===== src/rtl/render_line_scheduler.sv =====
// Per-line launch of the layer0/layer1/sprite renderers and round-robin sharing
// of the VRAM render read port, with tag-routed read returns.
module render_line_scheduler #(
  parameter int RD_LATENCY = 2,
  parameter int ADDR_W     = 15
) (
  input  logic              clk,
  input  logic              rst,
  input  logic              line_render_start,
  input  logic [8:0]        line_idx,
  input  logic              layer0_enabled,
  input  logic              layer1_enabled,
  input  logic              sprites_enabled,
  output logic [8:0]        render_line,
  output logic [2:0]        unit_start,
  input  logic [2:0]        unit_done,
  input  logic [2:0]        bus_req,
  input  logic [ADDR_W-1:0] bus_addr0,
  input  logic [ADDR_W-1:0] bus_addr1,
  input  logic [ADDR_W-1:0] bus_addr2,
  output logic [2:0]        bus_ack,
  output logic [31:0]       rddata,
  output logic [2:0]        rddata_valid,
  output logic              vram_strobe,
  output logic [ADDR_W-1:0] vram_addr,
  input  logic [31:0]       vram_rddata,
  output logic              busy,
  output logic              line_done,
  output logic [7:0]        overrun_count
);

  // state | meaning
  // IDLE  | no line in progress
  // RUN   | enabled units rendering and fetching
  // DRAIN | all active units done, waiting for in-flight reads
  typedef enum logic [1:0] {IDLE, RUN, DRAIN} state_t;

  state_t            state;
  logic [2:0]        active_mask;
  logic [2:0]        done_mask;
  logic [1:0]        rr_ptr;
  logic [2:0]        outstanding;
  logic [RD_LATENCY-1:0] tag_vld;
  logic [1:0]        tag_unit [RD_LATENCY];

  logic [2:0]        en_mask;
  logic [2:0]        eligible;
  logic [1:0]        cand0, cand1;
  logic [1:0]        grant_id;
  logic              grant_any;
  logic [ADDR_W-1:0] grant_addr;
  logic              ret;
  logic              retire;

  assign en_mask  = {sprites_enabled, layer1_enabled, layer0_enabled};
  assign eligible = (state == RUN) ? (bus_req & active_mask & ~done_mask) : 3'b000;
  assign ret      = tag_vld[RD_LATENCY-1];
  assign retire   = (state == DRAIN) && (outstanding == 3'd0);
  assign busy     = (state != IDLE);
  assign rddata   = vram_rddata;

  // Search order starts one past the last granted unit, wrapping mod 3.
  assign cand0 = (rr_ptr == 2'd2) ? 2'd0 : rr_ptr + 2'd1;
  assign cand1 = (cand0 == 2'd2) ? 2'd0 : cand0 + 2'd1;

  always_comb begin
    grant_any = 1'b0;
    grant_id  = cand0;
    if (eligible[cand0]) begin
      grant_any = 1'b1;
      grant_id  = cand0;
    end else if (eligible[cand1]) begin
      grant_any = 1'b1;
      grant_id  = cand1;
    end else if (eligible[rr_ptr]) begin
      grant_any = 1'b1;
      grant_id  = rr_ptr;
    end
  end

  assign bus_ack = grant_any ? (3'b001 << grant_id) : 3'b000;

  always_comb begin
    case (grant_id)
      2'd0:    grant_addr = bus_addr0;
      2'd1:    grant_addr = bus_addr1;
      default: grant_addr = bus_addr2;
    endcase
  end

  always_ff @(posedge clk or posedge rst) begin
    if (rst) begin
      state         <= IDLE;
      active_mask   <= '0;
      done_mask     <= '0;
      rr_ptr        <= 2'd2;
      outstanding   <= '0;
      tag_vld       <= '0;
      for (int i = 0; i < RD_LATENCY; i++) tag_unit[i] <= '0;
      render_line   <= '0;
      unit_start    <= '0;
      rddata_valid  <= '0;
      vram_strobe   <= 1'b0;
      vram_addr     <= '0;
      line_done     <= 1'b0;
      overrun_count <= '0;
    end else begin
      unit_start  <= '0;
      line_done   <= 1'b0;
      vram_strobe <= grant_any;
      if (grant_any) begin
        vram_addr <= grant_addr;
        rr_ptr    <= grant_id;
      end

      tag_vld[0]  <= grant_any;
      tag_unit[0] <= grant_id;
      for (int i = 1; i < RD_LATENCY; i++) begin
        tag_vld[i]  <= tag_vld[i-1];
        tag_unit[i] <= tag_unit[i-1];
      end
      rddata_valid <= ret ? (3'b001 << tag_unit[RD_LATENCY-1]) : 3'b000;

      case ({grant_any, ret})
        2'b10:   outstanding <= outstanding + 3'd1;
        2'b01:   outstanding <= outstanding - 3'd1;
        default: outstanding <= outstanding;
      endcase

      case (state)
        RUN: begin
          done_mask <= done_mask | (unit_done & active_mask);
          if (((done_mask | unit_done) & active_mask) == active_mask) state <= DRAIN;
        end
        DRAIN: begin
          if (outstanding == 3'd0) begin
            line_done <= 1'b1;
            state     <= IDLE;
          end
        end
        default: ;
      endcase

      // A start that lands on the final drain cycle is a clean hand-off, not an overrun.
      if (line_render_start) begin
        if ((state != IDLE) && !retire) begin
          if (overrun_count != 8'hFF) overrun_count <= overrun_count + 8'd1;
          tag_vld      <= '0;
          outstanding  <= '0;
          rddata_valid <= '0;
        end
        active_mask <= en_mask;
        render_line <= line_idx;
        done_mask   <= '0;
        unit_start  <= en_mask;
        state       <= (en_mask != 3'b000) ? RUN : DRAIN;
      end
    end
  end

endmodule

===== config.mk =====
export PLATFORM = sky130hd
export DESIGN_NAME = render_line_scheduler
export DESIGN_NICKNAME = d
export VERILOG_FILES = /design/src/rtl/render_line_scheduler.sv
export SDC_FILE = /design/constraint.sdc
export NUM_CORES = 1
export LEC_CHECK = 0
export ABC_AREA = 1
export CAP_MARGIN = 0
export CORE_MARGIN = 1
export CORE_UTILIZATION = 35
export CTS_BUF_LIST = sky130_fd_sc_hd__clkbuf_16
export DETAILED_ROUTE_END_ITERATION = 8
export DONT_BUFFER_PORTS = 1
export GPL_ROUTABILITY_DRIVEN = 1
export PLACE_DENSITY = 0.56
export SLEW_MARGIN = 20
export SYNTH_ARGS = -nofsm -noshare
export SYNTH_HDL_FRONTEND = slang
export SYNTH_SLANG_ARGS = --single-unit

===== constraint.sdc =====
create_clock -name clk -period 3.6 [get_ports clk]
set_input_delay 0.72 -clock clk [delete_from_list [all_inputs] [get_ports clk]]
set_output_delay 0.72 -clock clk [all_outputs]
set_load 0.02 [all_outputs]

==> summary by stage, run 1 <==
Status
The flow ran to the end, but the final reports show violations. The checks that failed: DRC.

Synth
The cell taking the most area after synthesis is sky130_fd_sc_hd__dfrtp_1. The area share of the largest cell type after synthesis is 44.5%. Synthesis produced a netlist with a net count of 500. The proportion of synthesized chip area in sequential cells is 45.3%. The synthesis-stage register bit count is 59. The Yosys step of the flow raised 0 warnings. A synthesized cell averages 8.17 um2.

Summing every instance area after synthesis gives 3260 um2. The cell count after synthesis is 399. Ranked by total cell area, the synthesized netlist is headed by sky130_fd_sc_hd__dfrtp_1 (45%), sky130_fd_sc_hd__nand2_1 (9.9%), sky130_fd_sc_hd__buf_4 (7.8%), sky130_fd_sc_hd__nand3_1 (7.5%), sky130_fd_sc_hd__nor2_1 (6.0%). In this run, distinct cell masters in the synthesized netlist total 36.

GRT
After global routing, the most crowded layer is met2. The pin count of the biggest net entering global routing is 51. The global-route met3 utilization is 6.31%. The first global-routing pass estimated 11.6 mm of wire. The met2 layer usage reported by global route is 23.8%.

The number of global-route vias before repair is 2411. After global routing the overflow that remains totals 0. Across every metal layer, demand over resource in global routing totals 15.1%. The met1 demand-to-capacity share in global routing is 17.5%.

The initial antenna violation count is 0.

Worst setup path
The kind of cell with the highest combined delay on the critical path is simple AND/OR/NAND/NOR gates. The signal on the critical path passes through nor2_1, nand3_2, nand2_1, nor2_1, nand3_1, nand2_1, nand2_2, nand2_4, nand2_4, nor2_1. The worst setup path is of the reg2out kind. STA classifies the critical path endpoint as an output pin. Data arrives at the worst endpoint at 2.43 ns. STA puts the critical path data required time at 2.88 ns. The most numerous cell on the critical path is sky130_fd_sc_hd__nor2_1.

The largest single stage delay on the critical path is 0.60 ns. The slowest stage of the critical path belongs to the cell sky130_fd_sc_hd__dfstp_2. The total buffers and inverters traversed by the critical path is 0. The worst setup path is launched from a flop.

The maximum fanout encountered on the critical timing path is 16. The slack of the worst reg-to-reg path is 0.73 ns.

STA
Summed over all failing endpoints, the final setup total negative slack is 0 ns. Setup violations remaining at the end of the flow were counted as 0. The top achievable clock speed is 317 MHz.

Setup slack on the critical path of the routed design comes to 0.450 ns. The worst pin sits at a relative slew slack of 42.0%. The final critical-path share of the clock period is 87.5%. Setup repair after global routing left no endpoint under its margin.

For the pin with the worst max-slew slack, the measured transition is 0.871 ns. The shortest period the worst path allows is 3.15 ns. The final count of hold timing violations is 0. The worst clock skew is 0.00627 ns. The number of pins exceeding their max-slew limit in the final report is 0.

Floorplan
The starting utilization of the core area is 36.8%. The chip width is 98.5 um. The number of primary I/O pins is 174. The number of rows in the core area is 34. The die outline area is 9700 um2. The area of the placeable core is 8850 um2.

Measured along the y axis, the die boundary spans 98.5 um.

Pwr
Dividing total power by cell area gives a power density of 883 nW/um2. IR analysis of the VDD net gives a maximum drop of 0.377 mV. Summed over all cells, the static leakage comes to 1.69 nW.

Cells and area
The relative area change from synthesis to final layout is 3.84%. Registers take 1480 um2. The library cells used most frequently in the layout, excluding fill and tap cells, are sky130_fd_sc_hd__nand2_1 (86), sky130_fd_sc_hd__dfrtp_1 (58), sky130_fd_sc_hd__nor2_1 (52), sky130_fd_sc_hd__nand3_1 (49), sky130_fd_sc_hd__inv_1 (40). The antenna diode count is 0.

The layout filler cell count is 929. The footprint of the multi-input gates is 1290 um2. The leading cell type in the layout, fill and taps excluded is sky130_fd_sc_hd__nand2_1. The layout cell share with drive strength beyond 1 is 12.8%. The number of nets in the finished design is 470.

Flow run
Max-cap violations in this run came to 0.

Place
Prior to clock tree synthesis, the placed netlist has a worst setup slack of 0.609 ns. The count of port buffers added during placement is 0. The detailed placer's ending HPWL is 5.07 mm. The routability congestion estimate is 0.803.

Detailed routing
For this run, the detailed router's first-pass iteration total came to 8. The via count normalized by instance count is 4.98. The DRC violation count after routing is 6. The count of routing violations after the opening detailed-route iteration is 151. After detailed routing, the average wire length per cell comes to 14.4 um.

The detail route stage leaves a number of antenna-violating nets equal to 0. The total detailed-routing wirelength is 6.96 mm. The detailed-route via count is 2402.

Clock tree
In this run, post-CTS hold repair placed 0 buffers. The number of buffers on the longest clock path is 2. The CTS buffer count is 9.

The number of clock sinks seen by CTS is 59. The count of instances resized after the clock tree is built is 0. The clock-pin slew reported for the worst setup and hold paths after clock tree synthesis is 0.05 ns.

The insertion delay to the later sink of the worst-skew pair is 0.32 ns. Once the clock tree was built, the setup fixing pass inserted 0 buffers. The H-tree was split into 3 levels.

TritonCTS built the clock tree. The root buffer cell chosen for the clock tree is sky130_fd_sc_hd__clkbuf_16.

Min path
In this run the worst hold path is classified as reg2reg.
==> per-layer routing <==
metal	part of all wire, %	vias up
met5	0	-
met4	2.0	0
met3	8.2	15
met2	47	83
met1	42	1147
li1	-	1157
==> per-stage QoR <==
stage                     area [um2]  hold slack, ns  cells  power, mW  util [%]
after CTS                       3380           0.346    482       3.02      38.2
after floorplan                 3260           0.331    399       2.08         -
final                           3380           0.346    482       2.99      38.2
after global routing            3380           0.359    482       3.21      38.2
after global placement          3090           0.332    466       2.15      34.9
after detailed placement        3090           0.335    466       2.19      34.9
==> cell families (layout without fill, tap and decap cells) <==
| logic type | after synthesis | after routing | share of synthesized area, % |
|---|---|---|---|
| AOI/OAI and AO/OA | 23 | 23 | 4.53 |
| buffers and inverters | 88 | 63 | 15.2 |
| DFF | 59 | 59 | 45.3 |
| and+or+nand+nor | 218 | 218 | 31.4 |
| adders and majority gates | 3 | 3 | 1.38 |
| xor gates and xnor gates | 8 | 8 | 2.15 |
==> final timing paths <==
kind	end	cells after the start	from
max	bus_ack[0]	10	rr_ptr[1]$_DFFE_PP1P_
max in group asynchronous	render_line[6]$_DFFE_PP0P_	2	rst
min	tag_unit[1]$_DFF_PP0_	0	tag_unit[3]$_DFF_PP0_
max reg2reg	outstanding[2]$_DFF_PP0_	13	rr_ptr[1]$_DFFE_PP1P_
min in group asynchronous	vram_addr[3]$_DFFE_PP0P_	1	rst
min reg2reg	tag_unit[1]$_DFF_PP0_	0	tag_unit[3]$_DFF_PP0_
==> area by class of cell <==
| type | count | share of cell area [%] |
|---|---|---|
| repair buffers | 2 | 0.444 |
| inverters | 45 | 5.18 |
| clock buffers | 9 | 6.65 |
| multi-input cells | 252 | 38.0 |
| flip-flops and latches | 59 | 43.7 |
| well taps | 108 | 3.99 |
| clock inverters | 7 | 2.07 |
==> synth_stat cells, drive strengths merged <==
cell type  count
a21oi         13
a31oi          3
buf           41
clkbuf         2
clkinv         1
dfrtp         58
dfstp          1
fa             1
ha             2
inv           44
nand2         93
nand3         54
nand3b         1
nand4          3
nor2          56
nor3           2
o2111ai        1
o21ai          3
o21bai         3
or2            9
xnor2          5
xor2           3
==> power by group <==
part           switching [mW]  internal, mW
sequential              0.325         0.864
clock                   0.294         0.532
combinational           0.634         0.338
total                    1.25          1.73
==> worst register-to-register path, stage by stage, from the launching register on <==
cell	delay (ns)
sky130_fd_sc_hd__dfstp_2	0.60
sky130_fd_sc_hd__nor2_1	0.13
sky130_fd_sc_hd__nand3_2	0.11
sky130_fd_sc_hd__nand3_1	0.12
sky130_fd_sc_hd__nor2_4	0.20
sky130_fd_sc_hd__nand2_4	0.19
sky130_fd_sc_hd__inv_2	0.30
sky130_fd_sc_hd__ha_1	0.21
sky130_fd_sc_hd__inv_1	0.06
sky130_fd_sc_hd__fa_1	0.37
sky130_fd_sc_hd__a21oi_1	0.14
sky130_fd_sc_hd__o21ai_0	0.11
sky130_fd_sc_hd__xor2_1	0.15
sky130_fd_sc_hd__nor2_1	0.10
==> flip-flops by register name (all words and copies together), names as in the netlist, 2 cells and up <==
name / count
active_mask: 3
rddata_valid: 3
unit_start: 3
overrun_count: 8
done_mask: 3
rr_ptr: 2
state: 2
tag_unit: 4
outstanding: 3
tag_vld: 2
render_line: 9
vram_addr: 15
No activity file was read; power rests on OpenSTA's default activity.
==> run 2, diff against run 1 <==
- RECOVER_POWER: unset -> 100
==> summary by stage, run 2 (synthesized netlist as in run 1, its figures left out) <==
Status
The run finished, with violations left. The final reports fail on DRC, capacitance limit, slew limit.

GRT
The global-route met3 utilization is 6.31% (unchanged). The initial antenna violation count is 0 (unchanged). In this run the most used layer during global routing was met2. The met2 layer usage reported by global route is 23.8% (unchanged). The pin count of the biggest net entering global routing came to 51 (unchanged). The met1 demand-to-capacity share in global routing is 17.5% (unchanged). The overall global routing resource usage is 15.1% (unchanged). The wire length of the first global-routing pass came to 11.6 mm (unchanged). The number of global-route vias before repair was 2411 (unchanged).

The total overflow reported by the global router is 0 (unchanged).

STA
The top achievable clock speed was 309 MHz (-2.6%). The worst clock skew is 0.00630 ns (+0.0000343 ns). The number of failing setup endpoints in the final timing report was 0 (unchanged). The transition at the pin with the smallest max-transition slack is 2.22 ns (+1.35 ns).

The final critical-path share of the clock period is 89.9% (+2.4 points). The final count of hold timing violations came to 0 (unchanged). The shortest period the worst path allows came to 3.24 ns (+0.0854 ns). The tightest slew margin relative to the limit is -49.0% (-91 points). The sum of negative setup slack came to 0 ns (unchanged). Setup repair after global routing left no endpoint under its margin. The number of pins exceeding their max-slew limit in the final report is 51 (+51).

Floorplan
The die extent in y is 98.5 um (unchanged). The chip width is 98.5 um (unchanged). The die outline area is 9700 um2 (unchanged).

The area of the placeable core is 8850 um2 (unchanged). The number of primary I/O pins is 174 (unchanged). The starting utilization of the core area is 36.8% (unchanged).

The number of rows in the core area is 34 (unchanged).

Worst setup path
The total buffers and inverters traversed by the critical path is 0 (unchanged). The endpoint of the worst register-to-register path is outstanding[2]$_DFF_PP0_. In this run the critical register-to-register path is launched from rr_ptr[1]$_DFFE_PP1P_.

The worst-case reg-to-reg path depth is 13 (unchanged). By startpoint and endpoint, the worst setup path is classified as reg2out. The slack of the worst reg-to-reg path was 0.49 ns (-0.24 ns). The maximum fanout encountered on the critical timing path was 16 (unchanged). The kind of cell with the highest combined delay on the critical path is simple AND/OR/NAND/NOR gates.

The largest individual stage delay along the critical path comes from the cell sky130_fd_sc_hd__dfstp_1. STA classifies the critical path endpoint as an output pin. The logic depth of the worst path, buffers included is 10 (unchanged). The data arrival time of the critical path was 2.52 ns (+0.09 ns). Following the worst setup path forward leads to its endpoint at bus_ack[0]. The most critical setup path has its startpoint at rr_ptr[1]$_DFFE_PP1P_. The startpoint type of the worst setup path is a flop. The data required time of the worst path is 2.88 ns (about the same).

Traced cell by cell, the critical path runs through nor2_1, nand3_2, nand2_1, nor2_1, nand3_1, nand2_1, nand2_2, nand2_4, nand2_4, nor2_1. Among the stages of the critical path, the cell type that occurs most often is sky130_fd_sc_hd__nor2_1. The delay of the slowest critical-path stage is 0.65 ns (+0.05 ns).

Cells and area
The layout filler cell count was 930 (+0.11%). The number of flip-flops in the largest register is 15 (unchanged). The relative area change from synthesis to final layout is 3.30%.

Counting flops per register, the top entry is vram_addr. The number of nets in the finished design was 470 (unchanged). The leading cell type in the layout, fill and taps excluded is sky130_fd_sc_hd__nand2_1. The layout cell share with drive strength beyond 1 came to 11.5% (-1.3 points).

The share of the core filled with cells in the final layout is 38.1% (-0.20 points). The largest registers in the layout are vram_addr (15), render_line (9), overrun_count (8). In the layout the commonest cells are sky130_fd_sc_hd__nand2_1 (86), sky130_fd_sc_hd__dfrtp_1 (58), sky130_fd_sc_hd__nor2_1 (53), sky130_fd_sc_hd__nand3_1 (49), sky130_fd_sc_hd__inv_1 (41).

The antenna diode count is 0 (unchanged).

Clock tree
The clock root buffer master is sky130_fd_sc_hd__clkbuf_16. The post-CTS setup buffer count is 0 (unchanged). The CTS buffer count is 9 (unchanged).

The hold buffer count at CTS was 0 (unchanged). The count of instances resized after the clock tree is built is 0 (unchanged). The clock-pin slew reported for the worst setup and hold paths after clock tree synthesis is 0.05 ns (about the same). TritonCTS built the clock tree. The insertion delay to the later sink of the worst-skew pair was 0.32 ns (about the same). The H-tree level count is 3 (unchanged). The number of clock sinks seen by CTS is 59 (unchanged).

The number of buffers on the longest clock path is 2 (unchanged).

Min path
The worst hold path belongs to the class reg2reg.

Detailed routing
The DRC violation count after routing is 6 (unchanged). The total iterations of the first detailed-routing run is 8 (unchanged). The count of routing violations after the opening detailed-route iteration came to 152 (+0.66%). The detailed-route via count is 2406 (+0.17%). The wire length per cell came to 14.5 um (+0.10%). The total detailed-routing wirelength is 6.97 mm (+0.10%). The via count normalized by instance count was 4.99 (+0.17%). The number of routed nets with antenna violations came to 0 (unchanged).

Place
The count of port buffers added during placement is 0 (unchanged). The routability congestion estimate came to 0.803 (unchanged). The detailed placer's ending HPWL was 5.07 mm (unchanged).

Pwr
The ratio of total power to cell area came to 883 nW/um2 (about the same). The leakage dissipation came to 1.68 nW (-0.47%). The worst vdd rail ir drop is 0.373 mV (-0.97%). The overall power is 2.97 mW (-0.48%).

Flow run
The number of max-capacitance violations reported is 1 (+1).
-- run 2: worst min path at each step --
stage / slack (ns) / from / depth (start not counted) / end
after detailed placement: 0.33 / tag_unit[3]$_DFF_PP0_ / 0 / tag_unit[1]$_DFF_PP0_
after global placement: 0.33 / tag_unit[3]$_DFF_PP0_ / 0 / tag_unit[1]$_DFF_PP0_
after floorplan: 0.33 / tag_unit[2]$_DFF_PP0_ / 0 / tag_unit[0]$_DFF_PP0_
after global routing: 0.36 / tag_unit[2]$_DFF_PP0_ / 0 / tag_unit[0]$_DFF_PP0_
after CTS: 0.35 / tag_unit[3]$_DFF_PP0_ / 0 / tag_unit[1]$_DFF_PP0_
final: 0.35 / tag_unit[3]$_DFF_PP0_ / 0 / tag_unit[1]$_DFF_PP0_
-- run 2: where the power goes --
part	internal [mW]	switching, mW	leakage [nW]
sequential	0.863	0.325	0.726
clock	0.532	0.294	0.140
combinational	0.333	0.625	0.815
-- run 2: layout make-up --
class                      count  area (um2)  area share (%)
sequential                    59        1480            43.9
multi-input combinational    252        1270            37.8
clock buffer                   9         225            6.69
inverter                      45         175            5.20
tap                          108         135            4.01
clock inverter                 7        70.1            2.08
timing repair buffer           2        11.3           0.334
-- run 2: per-stage QoR --
step | instances | area [um2] | hold slack [ns] | worst slack, ns
6_report | 482 | 3370 | 0.346 | 0.364
3_5_place_dp | 466 | 3090 | 0.335 | 0.609
4_1_cts | 482 | 3380 | 0.346 | 0.427
5_1_grt | 482 | 3370 | 0.359 | 0.146
2_1_floorplan | 399 | 3260 | 0.331 | 1.01
3_3_place_gp | 466 | 3090 | 0.332 | 0.669
-- run 2: layer usage --
metal	vias up	part of all wire, %
met3	13	8.4
met4	0	1.9
met1	1146	42
met2	92	47
li1	1155	-
met5	-	0
==> run 3, diff against run 2 <==
- PLACE_DENSITY: 0.56 -> unset
- SLEW_MARGIN: 20 -> unset
==> summary by stage, run 3 (synthesized netlist as in run 1, its figures left out) <==
Floorplan
The area of the placeable core is 8850 um2 (unchanged). The chip width came to 98.5 um (unchanged). The die outline area is 9700 um2 (unchanged). The number of primary I/O pins is 174 (unchanged). The number of rows in the core area is 34 (unchanged). The starting utilization of the core area is 36.8% (unchanged). The die extent in y came to 98.5 um (unchanged).

STA
The final critical-path share of the clock period is 90.8% (+0.91 points). The number of pins exceeding their max-slew limit in the final report is 45 (-12%). The shortest period the worst path allows is 3.27 ns (+0.0326 ns). The tightest slew margin relative to the limit is -9.91% (+39 points).

The transition at the pin with the smallest max-transition slack came to 1.65 ns (-0.575 ns). The worst hold slack across all endpoints came to 0.347 ns (+0.00155 ns). The final count of hold timing violations came to 0 (unchanged). The number of failing setup endpoints in the final timing report came to 0 (unchanged).

The sum of negative setup slack is 0 ns (unchanged). The minimum setup slack in the final design is 0.332 ns (-0.0326 ns). The worst clock skew is 0.0109 ns (+0.00465 ns). Setup repair after global routing left no endpoint under its margin. The top achievable clock speed is 306 MHz (-1.0%).

Pwr
The worst vdd rail ir drop is 0.333 mV (-11%). The power spent charging and discharging nets is 1.27 mW (+2.1%). The sequential power share is 40.6% (+0.6 points). The proportion of power drawn by the clock network is 26.4% (-1.4 points). The internal power contribution came to 1.66 mW (-3.8%).

The ratio of total power to cell area is 878 nW/um2 (-0.59%). The leakage dissipation is 1.66 nW (-1.1%). The overall power is 2.93 mW (-1.3%). The proportion of total power due to net switching is 43.3% (+1.4 points).

The combinational cell fraction of total power came to 33.0% (+0.7 points).

Place
The routability congestion estimate came to 0.801 (-0.15%). The detailed placer's ending HPWL is 4.99 mm (-1.6%). The count of port buffers added during placement came to 0 (unchanged). The worst-case setup slack after placement is 0.584 ns (-0.0257 ns). The number of cells in the design after placement is 466 (unchanged).

Worst setup path
The worst setup path is of the reg2out kind. The data arrival time of the critical path is 2.55 ns (+0.03 ns). The delay of the slowest critical-path stage is 0.64 ns (about the same). For this design, the slowest cell found on the critical path is sky130_fd_sc_hd__dfstp_1.

The maximum fanout encountered on the critical timing path is 16 (unchanged). The critical path goes through nor2_1, nand3_1, nand3_1, inv_1, nand2_2, nand2_4, nand2_4, nor2_1. The data required time of the worst path is 2.88 ns (about the same). The critical path capture point type is an output pin. The startpoint type of the worst setup path is a flop.

GRT
The wire length of the first global-routing pass came to 11.3 mm (-2.5%). The initial antenna violation count is 0 (unchanged). The total overflow reported by the global router is 0 (unchanged). The number of global-route vias before repair was 2329 (-3.4%). The pin count of the biggest net entering global routing came to 45 (-12%).

The overall global routing resource usage is 14.8% (-0.34 points).

Clock tree
The clock-pin slew reported for the worst setup and hold paths after clock tree synthesis is 0.05 ns (about the same). The post-CTS setup buffer count was 0 (unchanged). The H-tree level count is 3 (unchanged). The clock root buffer master is sky130_fd_sc_hd__clkbuf_16.

The CTS buffer count is 9 (unchanged). TritonCTS built the clock tree. The insertion delay to the later sink of the worst-skew pair is 0.33 ns (about the same). The number of clock sinks seen by CTS is 59 (unchanged).

The hold buffer count at CTS is 0 (unchanged). The number of buffers on the longest clock path is 2 (unchanged). The count of instances resized after the clock tree is built is 0 (unchanged).

Cells and area
The area growth from synthesis to layout is 2.57%. The leading cell type in the layout, fill and taps excluded is sky130_fd_sc_hd__nand2_1. The final standard cell count with taps included and fillers excluded is 482 (unchanged). More flip-flops sit in one register than any other, and that register is vram_addr. The layout cell share with drive strength beyond 1 is 11.8% (+0.27 points). In the final layout, the registers with the most flip-flops are vram_addr (15), render_line (9), overrun_count (8). The number of flip-flops in the largest register is 15 (unchanged). The number of nets in the finished design is 470 (unchanged). The antenna diode count is 0 (unchanged).

In the layout the commonest cells are sky130_fd_sc_hd__nand2_1 (86), sky130_fd_sc_hd__dfrtp_1 (58), sky130_fd_sc_hd__nor2_1 (52), sky130_fd_sc_hd__nand3_1 (50), sky130_fd_sc_hd__inv_1 (41).

Detailed routing
The number of routed nets with antenna violations came to 0 (unchanged). The DRC violation count after routing is 7 (+1). The total iterations of the first detailed-routing run was 8 (unchanged). The total detailed-routing wirelength was 6.86 mm (-1.6%). The count of routing violations after the opening detailed-route iteration was 117 (-23%). The via count normalized by instance count is 4.88 (-2.3%).

The wire length per cell was 14.2 um (-1.6%). The detailed-route via count is 2351 (-2.3%).

Flow run
The number of max-capacitance violations reported is 1 (unchanged).

Status
The final reports fail on DRC, capacitance limit, slew limit. The flow ran to the end, but the final reports show violations.

Min path
The type of the tightest min-delay check is reg2reg.
run 3: per-stage QoR:
stage                     utilization (%)  area [um2]
after global routing                 37.8        3340
after detailed placement             34.9        3090
final                                37.8        3340
after CTS                            38.0        3370
after global placement               34.9        3090
after floorplan                         -        3260
run 3: final timing paths:
path	start	to	slack (ns)	cells after the start
worst max-delay path	rr_ptr[1]$_DFFE_PP1P_	bus_ack[0]	0.33	8
worst min-delay path	tag_unit[2]$_DFF_PP0_	tag_unit[0]$_DFF_PP0_	0.35	0
worst max register to register	rr_ptr[1]$_DFFE_PP1P_	outstanding[2]$_DFF_PP0_	0.59	13
worst min register to register	tag_unit[2]$_DFF_PP0_	tag_unit[0]$_DFF_PP0_	0.35	0
max in group asynchronous	rst	vram_addr[7]$_DFFE_PP0P_	1.23	2
min in group asynchronous	rst	done_mask[1]$_DFFE_PP0P_	0.79	1
run 3: per-layer routing:
metal,up-vias,GRT usage [%],routed length (um)
met3,16,5.60,597
met1,1089,17.0,2780
li1,1163,-,-
met5,-,0,0
met4,0,7.12,163
met2,83,24.3,3320
run 3: cell type report:
type / instances / area [um2]
clock inverters: 7 / 52.6
clock buffers: 9 / 225
fillers: 902 / 5510
multi-input cells: 252 / 1270
repair buffers: 2 / 11.3
well taps: 108 / 135
flip-flops and latches: 59 / 1480
inverters: 45 / 174
run 3: power groups by stage:
stage | clock [mW] | sequential [mW] | combinational, mW
CTS | 0.798 | 1.20 | 0.990
global route | 0.828 | 1.22 | 1.11
finish | 0.774 | 1.19 | 0.969
detailed placement | 0 | 1.21 | 0.988
floorplan | 0 | 1.16 | 0.922
global placement | 0 | 1.20 | 0.961
run 3: critical path, delay by kind of cell, from the launching register on:
family / cells / cell delay (ns)
AND/OR/NAND/NOR: 7 / 1.39
flip-flops: 1 / 0.64
buffers and inverters: 1 / 0.19
